`src/rtl/video_pattern_gen_if.sv`:
```
// rtl/video_pattern_gen_if.sv - pixel stream bundle: pixel enable, sync/blank and 8-bit RGB
interface video_pattern_gen_if;
    logic       pix_ce;
    logic       hblank;
    logic       vblank;
    logic       hs;
    logic       vs;
    logic [7:0] red;
    logic [7:0] green;
    logic [7:0] blue;

    modport master (output pix_ce, hblank, vblank, hs, vs, red, green, blue);
    modport slave  (input  pix_ce, hblank, vblank, hs, vs, red, green, blue);
endinterface

```
`src/rtl/video_pattern_gen.sv`:
```
// rtl/video_pattern_gen.sv - video timing and test-pattern source (bars, column dither, checkerboard, solid)
module video_pattern_gen #(
    parameter int CE_DIV   = 4,
    parameter int H_ACTIVE = 320,
    parameter int H_FP     = 16,
    parameter int H_SYNC   = 28,
    parameter int H_BP     = 36,
    parameter int V_ACTIVE = 224,
    parameter int V_FP     = 12,
    parameter int V_SYNC   = 3,
    parameter int V_BP     = 23
) (
    input  logic                  clk,
    input  logic                  reset_n,
    input  logic                  enable,
    input  logic [1:0]            pattern,
    input  logic [23:0]           solid_rgb,
    output logic [7:0]            frame_cnt,
    video_pattern_gen_if.master   vid
);

    localparam int H_TOTAL = H_ACTIVE + H_FP + H_SYNC + H_BP;
    localparam int V_TOTAL = V_ACTIVE + V_FP + V_SYNC + V_BP;
    localparam int HW      = $clog2(H_TOTAL);
    localparam int VW      = $clog2(V_TOTAL);
    localparam int DW      = (CE_DIV > 1) ? $clog2(CE_DIV) : 1;
    localparam int BAR_W   = H_ACTIVE / 8;
    localparam int BW      = (BAR_W > 1) ? $clog2(BAR_W) : 1;

    localparam logic [DW-1:0] DIV_LAST     = DW'(CE_DIV - 1);
    localparam logic [HW-1:0] H_LAST       = HW'(H_TOTAL - 1);
    localparam logic [HW-1:0] H_ACT_END    = HW'(H_ACTIVE);
    localparam logic [HW-1:0] H_SYNC_START = HW'(H_ACTIVE + H_FP);
    localparam logic [HW-1:0] H_SYNC_END   = HW'(H_ACTIVE + H_FP + H_SYNC);
    localparam logic [VW-1:0] V_LAST       = VW'(V_TOTAL - 1);
    localparam logic [VW-1:0] V_ACT_END    = VW'(V_ACTIVE);
    localparam logic [VW-1:0] V_SYNC_START = VW'(V_ACTIVE + V_FP);
    localparam logic [VW-1:0] V_SYNC_END   = VW'(V_ACTIVE + V_FP + V_SYNC);
    localparam logic [BW-1:0] BAR_LAST     = BW'(BAR_W - 1);

    logic [DW-1:0] div_cnt;
    logic [HW-1:0] hcnt;
    logic [VW-1:0] vcnt;
    logic [1:0]    pat_q;
    logic [BW-1:0] bar_px;
    logic [2:0]    bar_idx;

    logic          ce;
    logic          h_wrap;
    logic          v_wrap;
    logic          frame_start;
    logic [1:0]    pat_use;
    logic [23:0]   bar_rgb;
    logic [23:0]   pix_rgb;

    assign ce          = enable && (div_cnt == DIV_LAST);
    // Gated by reset_n so the pixel enable is low during reset even when CE_DIV = 1.
    assign vid.pix_ce  = reset_n & ce;
    assign h_wrap      = (hcnt == H_LAST);
    assign v_wrap      = (vcnt == V_LAST);
    assign frame_start = (hcnt == '0) && (vcnt == '0);
    // The first pixel of a frame already uses the newly latched pattern.
    assign pat_use     = frame_start ? pattern : pat_q;

    always_comb begin
        bar_rgb = 24'h000000;
        case (bar_idx)
            3'd0:    bar_rgb = 24'hFFFFFF;
            3'd1:    bar_rgb = 24'hFFFF00;
            3'd2:    bar_rgb = 24'h00FFFF;
            3'd3:    bar_rgb = 24'h00FF00;
            3'd4:    bar_rgb = 24'hFF00FF;
            3'd5:    bar_rgb = 24'hFF0000;
            3'd6:    bar_rgb = 24'h0000FF;
            default: bar_rgb = 24'h000000;
        endcase
    end

    always_comb begin
        pix_rgb = 24'h000000;
        case (pat_use)
            2'd0:    pix_rgb = bar_rgb;
            2'd1:    pix_rgb = hcnt[0] ? 24'h000000 : solid_rgb;
            2'd2:    pix_rgb = (hcnt[3] ^ vcnt[3]) ? 24'hFFFFFF : 24'h000000;
            default: pix_rgb = solid_rgb;
        endcase
        if ((hcnt >= H_ACT_END) || (vcnt >= V_ACT_END)) begin
            pix_rgb = 24'h000000;
        end
    end

    always_ff @(posedge clk or negedge reset_n) begin
        if (!reset_n) begin
            div_cnt <= '0;
        end else if (enable) begin
            div_cnt <= (div_cnt == DIV_LAST) ? '0 : div_cnt + 1'b1;
        end
    end

    // Counters and registered decode; outputs show position N after the pix_ce at N.
    always_ff @(posedge clk or negedge reset_n) begin
        if (!reset_n) begin
            hcnt       <= '0;
            vcnt       <= '0;
            frame_cnt  <= '0;
            pat_q      <= '0;
            bar_px     <= '0;
            bar_idx    <= '0;
            vid.hblank <= 1'b1;
            vid.vblank <= 1'b1;
            vid.hs     <= 1'b0;
            vid.vs     <= 1'b0;
            vid.red    <= '0;
            vid.green  <= '0;
            vid.blue   <= '0;
        end else if (ce) begin
            hcnt <= h_wrap ? '0 : hcnt + 1'b1;
            if (h_wrap) begin
                vcnt <= v_wrap ? '0 : vcnt + 1'b1;
                if (v_wrap) begin
                    frame_cnt <= frame_cnt + 1'b1;
                end
            end
            if (frame_start) begin
                pat_q <= pattern;
            end
            // Bar sub-counter tracks hcnt so the bar index needs no divider.
            if (h_wrap) begin
                bar_px  <= '0;
                bar_idx <= '0;
            end else if (bar_px == BAR_LAST) begin
                bar_px  <= '0;
                bar_idx <= bar_idx + 1'b1;
            end else begin
                bar_px  <= bar_px + 1'b1;
            end
            vid.hblank <= (hcnt >= H_ACT_END);
            vid.vblank <= (vcnt >= V_ACT_END);
            vid.hs     <= (hcnt >= H_SYNC_START) && (hcnt < H_SYNC_END);
            vid.vs     <= (vcnt >= V_SYNC_START) && (vcnt < V_SYNC_END);
            vid.red    <= pix_rgb[23:16];
            vid.green  <= pix_rgb[15:8];
            vid.blue   <= pix_rgb[7:0];
        end
    end

endmodule

```
`src/flat_wrapper.sv`:
```
// flat-port wrapper written by rule: the top's interface ports become plain ports
module video_pattern_gen_flat 
#(
    parameter int CE_DIV   = 4,
    parameter int H_ACTIVE = 320,
    parameter int H_FP     = 16,
    parameter int H_SYNC   = 28,
    parameter int H_BP     = 36,
    parameter int V_ACTIVE = 224,
    parameter int V_FP     = 12,
    parameter int V_SYNC   = 3,
    parameter int V_BP     = 23
)
  (clk, reset_n, enable, pattern, solid_rgb, frame_cnt, vid_pix_ce, vid_hblank, vid_vblank, vid_hs, vid_vs, vid_red, vid_green, vid_blue);
  video_pattern_gen_if vid_i ();
  input  logic clk;
  input  logic reset_n;
  input  logic enable;
  input  logic [1:0] pattern;
  input  logic [23:0] solid_rgb;
  output logic [7:0] frame_cnt;
  output wire logic [$bits(vid_i.pix_ce)-1:0] vid_pix_ce;
  output wire logic [$bits(vid_i.hblank)-1:0] vid_hblank;
  output wire logic [$bits(vid_i.vblank)-1:0] vid_vblank;
  output wire logic [$bits(vid_i.hs)-1:0] vid_hs;
  output wire logic [$bits(vid_i.vs)-1:0] vid_vs;
  output wire logic [$bits(vid_i.red)-1:0] vid_red;
  output wire logic [$bits(vid_i.green)-1:0] vid_green;
  output wire logic [$bits(vid_i.blue)-1:0] vid_blue;
  assign vid_pix_ce = vid_i.pix_ce;
  assign vid_hblank = vid_i.hblank;
  assign vid_vblank = vid_i.vblank;
  assign vid_hs = vid_i.hs;
  assign vid_vs = vid_i.vs;
  assign vid_red = vid_i.red;
  assign vid_green = vid_i.green;
  assign vid_blue = vid_i.blue;
  video_pattern_gen #(.CE_DIV(CE_DIV), .H_ACTIVE(H_ACTIVE), .H_FP(H_FP), .H_SYNC(H_SYNC), .H_BP(H_BP), .V_ACTIVE(V_ACTIVE), .V_FP(V_FP), .V_SYNC(V_SYNC), .V_BP(V_BP)) u_core (.clk(clk), .reset_n(reset_n), .enable(enable), .pattern(pattern), .solid_rgb(solid_rgb), .frame_cnt(frame_cnt), .vid(vid_i));
endmodule
```
`config.mk`:
```
export PLATFORM = sky130hd
export DESIGN_NAME = video_pattern_gen_flat
export DESIGN_NICKNAME = d
export VERILOG_FILES = /design/src/rtl/video_pattern_gen_if.sv /design/src/rtl/video_pattern_gen.sv /design/src/flat_wrapper.sv
export SDC_FILE = /design/constraint.sdc
export NUM_CORES = 1
export LEC_CHECK = 0
export ABC_AREA = 1
export CORE_MARGIN = 3
export CORE_UTILIZATION = 50
export CTS_BUF_LIST = sky130_fd_sc_hd__clkbuf_16
export DETAILED_ROUTE_END_ITERATION = 8
export HOLD_SLACK_MARGIN = 0.12
export PLACE_DENSITY_LB_ADDON = 0.15
export SETUP_SLACK_MARGIN = 0.02
export SLEW_MARGIN = 40
export SYNTH_ARGS = -nofsm -noshare
export SYNTH_HDL_FRONTEND = slang
export SYNTH_SLANG_ARGS = --single-unit
```
`constraint.sdc`:
```
create_clock -name clk -period 2.65 [get_ports clk]
set_clock_uncertainty 0.1 [all_clocks]
set_input_delay 0.3975 -clock clk [delete_from_list [all_inputs] [get_ports clk]]
set_output_delay 0.3975 -clock clk [all_outputs]
set_load 0.05 [all_outputs]
```
# After elaboration in Yosys (flattened, before gate mapping)
# Index checks and enable logic that the tools add are counted.
dict set report totals {
  out_inout_bits 37
  inputBits 29
  regBits 67
  word_cells 66
}
dict set report op_classes {
  add_sub_neg 6
  n_lt_le_gt_ge 6
  eq_ne 12
  bitwise_logic 2
  reduce_logical 13
  muxes 13
}
# operator n
set op_table {}
lappend op_table {{$pmux W24 S7} 1}
lappend op_table {{$mux W24} 3}
lappend op_table {{$pmux W24 S3} 1}
lappend op_table {{$add A9 B1 Y9 const B} 2}
lappend op_table {{$eq A9 B9 Y1 const B} 2}
lappend op_table {{$ge A9 B8 Y1 const B} 2}
lappend op_table {{$ge A9 B9 Y1 const B} 2}
lappend op_table {{$logic_not A9 Y1} 2}
lappend op_table {{$mux W9} 2}
lappend op_table {{$mux W6} 2}
lappend op_table {{$eq A3 B3 Y1 const B} 3}
lappend op_table {{$lt A9 B8 Y1 const B} 1}
lappend op_table {{$lt A9 B9 Y1 const B} 1}
lappend op_table {{$add A8 B1 Y8 const B} 1}
lappend op_table {{$add A6 B1 Y6 const B} 1}
lappend op_table {{$eq A3 B2 Y1 const B} 2}
lappend op_table {{$eq A6 B6 Y1 const B} 1}
lappend op_table {{$mux W3} 2}
lappend op_table {{$eq A2 B2 Y1 const B} 2}
lappend op_table {{$logic_and A1 B1 Y1} 4}
lappend op_table {{$mux W2} 2}
lappend op_table {{$reduce_and A2 Y1} 2}
lappend op_table {{$add A3 B1 Y3 const B} 1}
lappend op_table {{$eq A3 B1 Y1 const B} 1}
lappend op_table {{9 further kinds} 9}

# Longest topological paths before layout
dict set report logic_depth {
  word_depth 6
  mapped_depth 16
}

# Least setup slack after synthesis
# No wires, ideal clock.
dict set report synth_path {
  path_type {register to output}
  start {register u_core.div_cnt[0]}
  end {output port vid_pix_ce}
  arrival_time_ps 1644
  t_required_ps 2152
  path_stages_with_launch 6
  path_slack_ps 509
  cell_sequence {dfrtp_1 -> ha_1 -> nand2_2 -> buf_2 -> buf_1 -> nor2_1}
}
dict set report synth_between {
  elab_chain_len 3
}
# element line_no
set synth_lines {}
lappend synth_lines {{start: declaration} video_pattern_gen.sv:41} ;# logic [DW-1:0] div_cnt;
lappend synth_lines {{start signal: assignment} video_pattern_gen.sv:96} ;# div_cnt <= (div_cnt == DIV_LAST) ? '0 : div_cnt + 1'b1;
lappend synth_lines {{$eq A2 B2 Y1} video_pattern_gen.sv:56} ;# assign ce = enable && (div_cnt == DIV_LAST);
lappend synth_lines {{$logic_and A1 B1 Y1} video_pattern_gen.sv:56}
lappend synth_lines {{$and A1 B1 Y1} video_pattern_gen.sv:58} ;# assign vid.pix_ce = reset_n & ce;
lappend synth_lines {{end: declaration} flat_wrapper.sv:22} ;# output wire logic [$bits(vid_i.pix_ce)-1:0] vid_pix_ce;
# No other way between the ends.

# Final worst setup path
dict set report layout_path {
  start {input port enable}
  end {output port vid_pix_ce}
}
dict set report layout_between {
  elab_chain_len 2
}
# element line_no
set layout_lines {}
lappend layout_lines {{start: declaration} flat_wrapper.sv:18} ;# input logic enable;
lappend layout_lines {{$logic_and A1 B1 Y1} video_pattern_gen.sv:56}
lappend layout_lines {{$and A1 B1 Y1} video_pattern_gen.sv:58}
# No other way between the ends.

==> results.py <==
metrics = {
    "worst_hold_path": {
        "holdPathEnd": "u_core.vid.green[0]",
        "min-delay-start": "u_core.vid.green[0]",
        "worstHoldPathCells": 2,
        "hp-class": "reg2reg",
    },
    "logic_synthesis": {
        "yosys.area.top_type_share": 0.4491,
        "synth_area_leaders": "dfrtp_1 45%, nand2_1 14%, nand3_1 5.5%",
        "ys_seq_elements": 67,
        "syn_avg_cell_area_um2": 8.308,
        "synth_nets": 478,
        "synth_largest_area_cell": "dfrtp_1",
        "yosysWarnings": 0,
        "ys_types": 43,
        "netlist_area_mm2": 0.003622,
        "synth-seq-area-share": 0.4636,
        "synthCells": 436,
    },
    "routing": {
        "viasPerCell": 5.061,
        "drtPass1Iterations": 4,
        "final_antenna_net_count": 0,
        "post_drt_wl_per_cell_um": 13.53,
        "drc_errors": 0,
        "vias": 3072,
        "drt_iter0_drc": 105,
        "drt-total-wl_mm": 8.211,
    },
    "floorplanning": {
        "die_y_um": 91.12,
        "die_area_mm2": 0.008302,
        "core_area_mm2": 0.006907,
        "start_util": 0.5245,
        "num_rows": 30,
        "die_x_um": 91.12,
        "ioPinCount": 66,
    },
    "power_and_ir_drop": {
        "power.density_mw_per_mm2": 988.8,
        "p_leak_uw": 0.002282,
        "ir_drop_mv": 0.5755,
    },
    "place": {
        "gp_congestion": 0.8559,
        "portBuffers": 65,
        "place_ws_ns": 0.3409,
        "hpwlAfterDp_mm": 5.845,
    },
    "setup_path": {
        "cp-end-kind": "output pin",
        "path_cells": "clkdlybuf4s50_1 -> nand2_2 -> buf_4 -> nor2_1 -> buf_12",
        "critical_path_class": "in2out",
        "critical_path_peak_fanout": 12,
        "crit_slowest_cell": "clkdlybuf4s50_1",
        "max_stage_delay_ns": 0.53,
        "timing.rr.end": "u_core.vid.blue[1]",
        "rrSetupSlack_ns": 0.53,
        "critPathRequiredTime_ns": 2.15,
        "cp.arrival_ns": 1.70,
        "worst_r2r_startpoint": "u_core.hcnt[0]",
        "critPathLaunchType": "input pin",
        "reg2reg_depth": 14,
    },
    "sta": {
        "fin_crit_sh": 0.8275,
        "setup_viol": 0,
        "fin_tns_setup_ns": 0,
        "slew_viol_final": 0,
        "worst_pin_slew_ns": 0.6117,
        "rsz0062_at_grt": "false",
        "hold_viol": 0,
        "fin_crit_ns": 2.193,
        "maxClockFrequency_mhz": 456.0,
        "max-slew-margin-rel": 0.5922,
        "setup_slack_ns": 0.4571,
    },
    "outcome": {
        "outcome": "finished clean",
    },
    "clock_network": {
        "cts_setup_buffers": 0,
        "clk_latency_ns": 0.33,
        "clock-sinks": 67,
        "htree_levels": 3,
        "clock-root-buffer": "clkbuf_16",
        "cts_tree": "yes",
        "clk_pin_slew_ns": 0.06,
        "cts_made_buffers": 9,
        "cts_buffer_depth": 2,
    },
    "global_routing": {
        "grt_pass1_wl_mm": 14.06,
        "grtUsageTotal": 0.2092,
        "grt_max_degree": 68,
        "grt-ovfl-total": 0,
        "grt_pass1_vias": 2966,
        "antenna_found_initial": 0,
    },
    "finish": {
        "antenna_cells": 0,
        "nets": 548,
        "drive_above_1_share": 0.1252,
        "syn_to_final_growth_pct": 29.22,
    },
    "job": {
        "maxCapViolCount": 0,
    },
}
==> how the worst max path moves through the flow <==
stage,startpoint,to,slack [ns],cells after the start
floorplan,u_core.div_cnt[0],vid_pix_ce,0.51,5
detailed placement,enable,u_core.frame_cnt[2],0.34,8
CTS,enable,vid_pix_ce,0.44,5
global route,u_core.hcnt[0],u_core.vid.blue[1],0.26,14
finish,enable,vid_pix_ce,0.46,5
global placement,enable,u_core.frame_cnt[2],0.40,8
==> routing by layer <==
| layer | up-vias | GRT usage | share of wire |
|---|---|---|---|
| met5 | - | 0 | 0 |
| met4 | 0 | 0.08543 | 0.016 |
| met3 | 12 | 0.04971 | 0.062 |
| met2 | 97 | 0.3299 | 0.48 |
| met1 | 1420 | 0.2772 | 0.44 |
| li1 | 1543 | - | - |
==> registers in the layout (all words and copies together) (netlist names) <==
register / count
u_core.hcnt: 9
u_core.vcnt: 9
u_core.frame_cnt: 8
u_core.vid.blue: 8
u_core.vid.green: 8
u_core.vid.red: 8
u_core.bar_px: 6
u_core.bar_idx: 3
u_core.div_cnt: 2
u_core.pat_q: 2
u_core.vid.hblank: 1
u_core.vid.hs: 1
u_core.vid.vblank: 1
u_core.vid.vs: 1
==> layout by cell type (no fill, tap or decap), types with 9 or more instances in the layout <==
master           instances
nand2_1                132
dfrtp_1                 65
clkdlybuf4s50_1         63
nand3_1                 40
inv_1                   30
nor2_1                  29
a21oi_1                 13
ha_1                    13
nor3_1                  10
o21ai_0                 10
nand2_2                  9
inv_2                    9
xor2_1                   9
clkbuf_16                9
==> logic make-up after synthesis <==
family	after synthesis	synth area share
AND/OR/NAND/NOR	249	0.3254
flip-flops	67	0.4636
buffers and inverters	51	0.06149
XOR/XNOR	16	0.03869
adder cells (fa/ha/maj)	13	0.04491
AO/OA/AOI/OAI	38	0.05976
multiplexers	2	0.006217
==> report_power, final <==
group	leakage, uW	total, uW	internal, uW	switching [uW]
sequential	0.000842	1520	1310	207
clock	0.000154	1240	811	425
combinational	0.00129	1870	649	1220
==> synthesized netlist by cell type, drive strengths merged <==
cell type	number
a21o	2
a21oi	13
a22o	1
a31oi	4
and3	1
buf	10
clkbuf	2
dfrtp	65
dfstp	2
ha	13
inv	39
mux2	2
nand2	145
nand3	44
nand4	4
nor2	37
nor3	13
nor3b	1
nor4	1
o21a	1
o21ai	13
o21bai	1
o22ai	1
o31ai	1
o41ai	1
or2	3
xnor2	7
xor2	9
==> metrics by stage <==
step | util | total power (uW) | instance area (um2) | hold slack [ns] | cells
2_1_floorplan | - | 2804 | 3622 | 0.001909 | 436
3_3_place_gp | 0.6312 | 3381 | 4359 | 0.3631 | 590
3_5_place_dp | 0.6317 | 3408 | 4363 | 0.3649 | 590
4_1_cts | 0.6777 | 4663 | 4681 | 0.3800 | 607
5_1_grt | 0.6777 | 4896 | 4681 | 0.3954 | 607
6_report | 0.6777 | 4628 | 4681 | 0.3746 | 607
==> layout make-up <==
class / count / area (um2)
tap: 96 / 120.1
timing repair buffer: 71 / 706.9
sequential: 67 / 1679
clock inverter: 7 / 82.58
clock buffer: 9 / 225.2
multi-input combinational: 318 / 1720
fill: 588 / 2226
inverter: 39 / 146.4
==> worst max-delay path: cells and delay by family <==
family,cells,cell delay (ns)
buf+inv,3,0.93
simple gates,2,0.35
==> timing repair <==
item | in CTS | in global routing
hold buffers | 1 | 0
gates resized for setup | 0 | 0
hold endpoints to repair | 65 | 0
(Power assumes the default switching activity.)
